--- src/rtl/div_pkg.sv ---
// Shared types and constants for the iterative divider.
package div_pkg;
  localparam int DIV_WIDTH = 32;
  localparam int DIV_ITER  = 32;
  localparam logic [DIV_WIDTH-1:0] DIV_ZERO_Q = '1;

  typedef enum logic [1:0] {IDLE, CALC, FIX, DONE} div_state_t;
endpackage

--- src/rtl/div_paso.sv ---
// One restoring step: shift {rem,quo} left, trial-subtract divisor, set quotient bit.
// Purely combinational, no handshake.
module div_paso #(
  parameter int WIDTH = 32
) (
  input  logic [WIDTH-1:0] i_rem,
  input  logic [WIDTH-1:0] i_quo,
  input  logic [WIDTH-1:0] i_dvs,
  output logic [WIDTH-1:0] o_rem,
  output logic [WIDTH-1:0] o_quo
);
  logic [WIDTH:0]   w_sh;
  logic [WIDTH-1:0] w_sub;
  logic             w_ge;

  assign w_sh  = {i_rem, i_quo[WIDTH-1]};
  assign w_ge  = (w_sh >= {1'b0, i_dvs});
  // When w_ge holds, the true difference is below the divisor, so the low bits are exact.
  assign w_sub = w_sh[WIDTH-1:0] - i_dvs;
  assign o_rem = w_ge ? w_sub : w_sh[WIDTH-1:0];
  assign o_quo = {i_quo[WIDTH-2:0], w_ge};
endmodule

--- src/rtl/unidad_division.sv ---
// Radix-2 restoring divider: 34 cycles start-to-valid (2 for a zero divisor), one-cycle div_valid.
// No backpressure: starts arriving in CALC/FIX are dropped, flush aborts anything in flight.
module unidad_division
  import div_pkg::*;
#(
  parameter int WIDTH  = DIV_WIDTH,
  parameter int RWIDTH = 4
) (
  input  logic              clk,
  input  logic              rst_n,
  input  logic              start,
  input  logic              is_signed,
  input  logic [RWIDTH-1:0] rd,
  input  logic [WIDTH-1:0]  dividend,
  input  logic [WIDTH-1:0]  divisor,
  input  logic              flush,
  output logic              busy,
  output logic              div_valid,
  output logic [RWIDTH-1:0] div_Rd,
  output logic [WIDTH-1:0]  div_DI,
  output logic [WIDTH-1:0]  div_rem
);
  localparam int CW = $clog2(DIV_ITER);
  localparam logic [CW-1:0] LAST = CW'(DIV_ITER - 1);

  div_state_t        r_state;
  logic [CW-1:0]     r_cnt;
  logic [WIDTH-1:0]  r_rem, r_quo, r_dvs;
  logic              r_neg_q, r_neg_r;
  logic [RWIDTH-1:0] r_rd;

  logic              w_dvd_neg, w_dvs_neg, w_dvs_zero;
  logic [WIDTH-1:0]  w_dvd_mag, w_dvs_mag, w_rem_nxt, w_quo_nxt;

  assign w_dvd_neg  = is_signed & dividend[WIDTH-1];
  assign w_dvs_neg  = is_signed & divisor[WIDTH-1];
  assign w_dvd_mag  = w_dvd_neg ? -dividend : dividend;
  assign w_dvs_mag  = w_dvs_neg ? -divisor : divisor;
  assign w_dvs_zero = (divisor == '0);

  div_paso #(.WIDTH(WIDTH)) u_paso (
    .i_rem (r_rem),
    .i_quo (r_quo),
    .i_dvs (r_dvs),
    .o_rem (w_rem_nxt),
    .o_quo (w_quo_nxt)
  );

  always_ff @(posedge clk or negedge rst_n) begin
    if (!rst_n) begin
      r_state   <= IDLE;
      r_cnt     <= '0;
      r_rem     <= '0;
      r_quo     <= '0;
      r_dvs     <= '0;
      r_neg_q   <= 1'b0;
      r_neg_r   <= 1'b0;
      r_rd      <= '0;
      busy      <= 1'b0;
      div_valid <= 1'b0;
      div_Rd    <= '0;
      div_DI    <= '0;
      div_rem   <= '0;
    end else begin
      div_valid <= 1'b0;
      if (flush) begin
        r_state <= IDLE;
        busy    <= 1'b0;
      end else begin
        case (r_state)
          IDLE, DONE: begin
            if (start) begin
              r_rd  <= rd;
              r_cnt <= '0;
              r_dvs <= w_dvs_mag;
              busy  <= 1'b1;
              if (w_dvs_zero) begin
                // Preset result bypasses both the iterations and the sign fixup.
                r_quo   <= '1;
                r_rem   <= dividend;
                r_neg_q <= 1'b0;
                r_neg_r <= 1'b0;
                r_state <= FIX;
              end else begin
                r_quo   <= w_dvd_mag;
                r_rem   <= '0;
                r_neg_q <= w_dvd_neg ^ w_dvs_neg;
                r_neg_r <= w_dvd_neg;
                r_state <= CALC;
              end
            end else begin
              r_state <= IDLE;
              busy    <= 1'b0;
            end
          end
          CALC: begin
            r_rem <= w_rem_nxt;
            r_quo <= w_quo_nxt;
            r_cnt <= r_cnt + 1'b1;
            if (r_cnt == LAST) r_state <= FIX;
          end
          FIX: begin
            div_DI    <= r_neg_q ? -r_quo : r_quo;
            div_rem   <= r_neg_r ? -r_rem : r_rem;
            div_Rd    <= r_rd;
            div_valid <= 1'b1;
            busy      <= 1'b0;
            r_state   <= DONE;
          end
          default: begin
            r_state <= IDLE;
            busy    <= 1'b0;
          end
        endcase
      end
    end
  end
endmodule

--- config.mk ---
export PLATFORM = sky130hd
export DESIGN_NAME = unidad_division
export DESIGN_NICKNAME = d
export VERILOG_FILES = /design/src/rtl/div_pkg.sv /design/src/rtl/div_paso.sv /design/src/rtl/unidad_division.sv
export SDC_FILE = /design/constraint.sdc
export NUM_CORES = 1
export LEC_CHECK = 0
export BUFFER_PORTS_ARGS = -buffer_cell sky130_fd_sc_hd__buf_4
export CELL_PAD_IN_SITES_DETAIL_PLACEMENT = 1
export CELL_PAD_IN_SITES_GLOBAL_PLACEMENT = 2
export CORE_UTILIZATION = 31
export DETAILED_ROUTE_END_ITERATION = 8
export GPL_TIMING_DRIVEN = 0
export PLACE_DENSITY_LB_ADDON = 0.25
export SYNTH_ARGS = -nofsm -noshare
export SYNTH_HDL_FRONTEND = slang
export SYNTH_SLANG_ARGS = --single-unit
--- constraint.sdc ---
create_clock -name clk -period 5 [get_ports clk]
set_input_delay 0.25 -clock clk [delete_from_list [all_inputs] [get_ports clk]]
set_output_delay 0.25 -clock clk [all_outputs]
set_load 0.1 [all_outputs]
==> results.yml <==
yosys:
  ys_warn_count: 0
  synth-seq-cells: 179
  ys_seq_area_frac: 0.372
  yosys.area.top_type_share: 0.372
  syn_area_sq_mm: 0.0120
  synth_flop_cell: "dfrtp_1"
  synth_area_leaders: "dfrtp_1, o21ai_0, nand2_1, xor2_1, a21oi_1"
  synth_edf_count: 0
  synth-async-reset-ratio: 1.00
  synth.avg_cell_area_sq_um: 8.17
  synth.distinct_cells: 74
  synth_nets: 1589
  yosysTopAreaCell: "dfrtp_1"
  synth_cells: 1475
setup_path:
  crit_path_end_kind: "flip-flop"
  worstPathRequired_ns: 5.38
  cp.arrival_ns: 4.68
  path_max_fanout: 10
  path_class: "flip-flop to flip-flop"
  start_kind: "flip-flop"
clocking:
  cts_sinks: 179
  cts-root-buf: "clkbuf_16"
  cts_tree: "built"
  cts_resized: 0
  path_clk_slew_ns: 0.07
  cts_buffers: 17
  clockBufferDepth: 2
  htreeDepth: 4
  cts.repair_timing.setup_buffer_count: 0
  insertion_delay_ns: 0.46
outcome:
  status: "finished clean"
timing:
  fin_worst_skew_ns: 0.0130
  whs_ns: 0.0327
  setup_tns_ns: 0
  maxSlewHeadroom: 0.278
  tightest_slew_ns: 1.08
  fin_crit_ns: 4.30
  setup_viol: 0
  report.final.slew_viol_count: 0
  rsz0062_at_grt: "false"
  worst_slack_ns: 0.698
  hold_viol: 0
  period_share: 0.860
  max_freq_ghz: 0.232
cells_and_area:
  n_fill_cell: 4612
  diodes: 0
  areaGrowthSynthToFinish_pct: 19.7
  drive_gt1_frac: 0.121
  multi_input_area_sq_mm: 0.00700
  fin_cells: 2162
  area.sequential_sq_mm: 0.00448
  nets: 1753
placed_design:
  post-dp-hpwl_microns: 37700
  dpl_worst_slack_ns: 0.823
  dp_cells: 2129
  gp_congestion: 0.876
  port_buffers: 142
power_and_ir_drop:
  power.total_uw: 11900
  power_density_mw_per_mm2: 828
  ir_drop_uv: 228
  power.leakage_uw: 0.00618
floorplan:
  rows: 71
  initial_utilization: 0.318
  die_x_microns: 199
  die_h_microns: 199
  die-area_sq_mm: 0.0397
  coreArea_sq_mm: 0.0379
  ios: 143
grt:
  grt_max_degree: 103
  track_usage: 0.244
  grt_pass1_vias: 11900
  grt_pass1_wl_microns: 72300
  grt-ovfl-total: 0
  antenna_found_initial: 1
detailed_routing:
  drcViolationCount: 0
  wl_per_cell_microns: 22.0
  drtPass1Iterations: 6
  wirelength_microns: 47600
  viasPerCell: 5.46
  postRouteAntennaNets: 0
  vias: 11800
  drt_iter0_drc: 713
worst_hold_path:
  hold_class: "input port to flip-flop"
flow_run:
  max_cap_violations: 0
[sequential cells by signal (all words and copies together) (netlist names), 2 cells and up]
| signal | cells |
|---|---|
| div_rem | 32 |
| r_cnt | 5 |
| div_DI | 32 |
| div_Rd | 4 |
| r_rd | 4 |
| r_dvs | 32 |
| r_rem | 32 |
| r_quo | 32 |
| r_state | 2 |
[through the flow]
stage,cell area (sq um),util
after floorplan,12000,-
after global placement,13800,0.363
after detailed placement,13800,0.364
after CTS,14400,0.380
after global routing,14400,0.380
final,14400,0.380
[cell usage in the layout, fill, tap and decap left out, types with 22 or more instances in the layout]
cell type / n
xnor2_1: 44
a21oi_1: 102
ha_1: 40
clkbuf_1: 66
a21o_1: 22
nor2_1: 75
xor2_1: 94
buf_4: 141
nand2_1: 221
inv_1: 61
nand3_1: 54
dfrtp_1: 179
o21ai_0: 200
o31ai_1: 25
nor3_1: 30
[logic make-up after synthesis]
family	after synthesis	share of synthesized area
XOR/XNOR	138	0.100
AO/OA/AOI/OAI	469	0.234
adder cells (fa/ha/maj)	41	0.0432
flip-flops	179	0.372
buffers and inverters	142	0.0476
multiplexers	9	0.00800
AND/OR/NAND/NOR	497	0.195
[cell type report]
| type | count | share of cell area |
|---|---|---|
| inverter | 61 | 0.0159 |
| buffer | 81 | 0.0239 |
| clock inverter | 11 | 0.0106 |
| tap | 511 | 0.0443 |
| multi-input combinational | 1154 | 0.485 |
| clock buffer | 20 | 0.0317 |
| sequential | 179 | 0.311 |
| timing repair buffer | 145 | 0.0778 |
[repair_timing]
item / 4_1_cts / 5_1_grt
hold endpoints to repair: 80 / 0
hold buffers: 2 / 0
setup endpoints to repair: 0 / 0
[power breakdown]
group	switching, uW	internal [uW]	total [uW]
registers	869	2100	2970
clock network	627	814	1440
logic	5260	2260	7520
total	6760	5170	11900
[worst max-delay path, stage by stage (launching register included)]
cell and delay [ns]:
dfrtp_1 0.54, ha_1 0.36, clkbuf_1 0.31, nand4_1 0.34, nor4_1 0.32, nand4_1 0.22
o21ai_0 0.30, a21oi_1 0.09, a21oi_1 0.60, clkbuf_1 0.57, nand3_1 0.34, a31oi_1 0.24
[cell usage after synthesis (4+ instances only)]
cell	number
a31oi_1	21
nand3_1	54
nand4_1	17
o31ai_1	25
or2_2	5
buf_2	4
a21o_1	22
a211o_1	4
a211oi_1	4
clkbuf_1	65
o211ai_1	14
or4_1	20
buf_1	8
o21a_1	11
inv_1	61
dfrtp_1	179
nand2_1	221
o41ai_1	16
and2_1	6
nor2_1	75
or3_1	11
a21oi_1	102
ha_1	40
nand2b_1	13
o21ai_0	200
nor3_1	30
o21bai_1	4
xnor2_1	44
a22oi_1	4
mux2_2	5
a221oi_1	10
mux2i_1	4
xor2_1	94
and3_1	9
nor4_1	15
nor2b_1	6
[final timing paths]
check	from	to	slack, ns	cells after the start
setup / recovery	r_rem[21]$_DFFE_PN0P_	r_rem[23]$_DFFE_PN0P_	0.70	11
hold / removal	rd[0]	r_rd[0]$_DFFE_PN0P_	0.03	2
setup reg to reg	r_rem[21]$_DFFE_PN0P_	r_rem[23]$_DFFE_PN0P_	0.70	11
hold reg to reg	div_DI[3]$_DFFE_PN0P_	div_DI[3]$_DFFE_PN0P_	0.48	2
max in group asynchronous	rst_n	r_dvs[18]$_DFFE_PN0P_	3.71	3
min in group asynchronous	rst_n	div_DI[9]$_DFFE_PN0P_	0.35	2
[layer usage]
layer / wire, microns / up-vias / GRT usage
li1: - / 5621 / -
met5: 8 / - / 0
met2: 21500 / 288 / 0.387
met1: 22800 / 5828 / 0.338
met4: 1160 / 2 / 0.0826
met3: 2120 / 60 / 0.0371
Note: power is estimated with default switching activity, not from simulation.
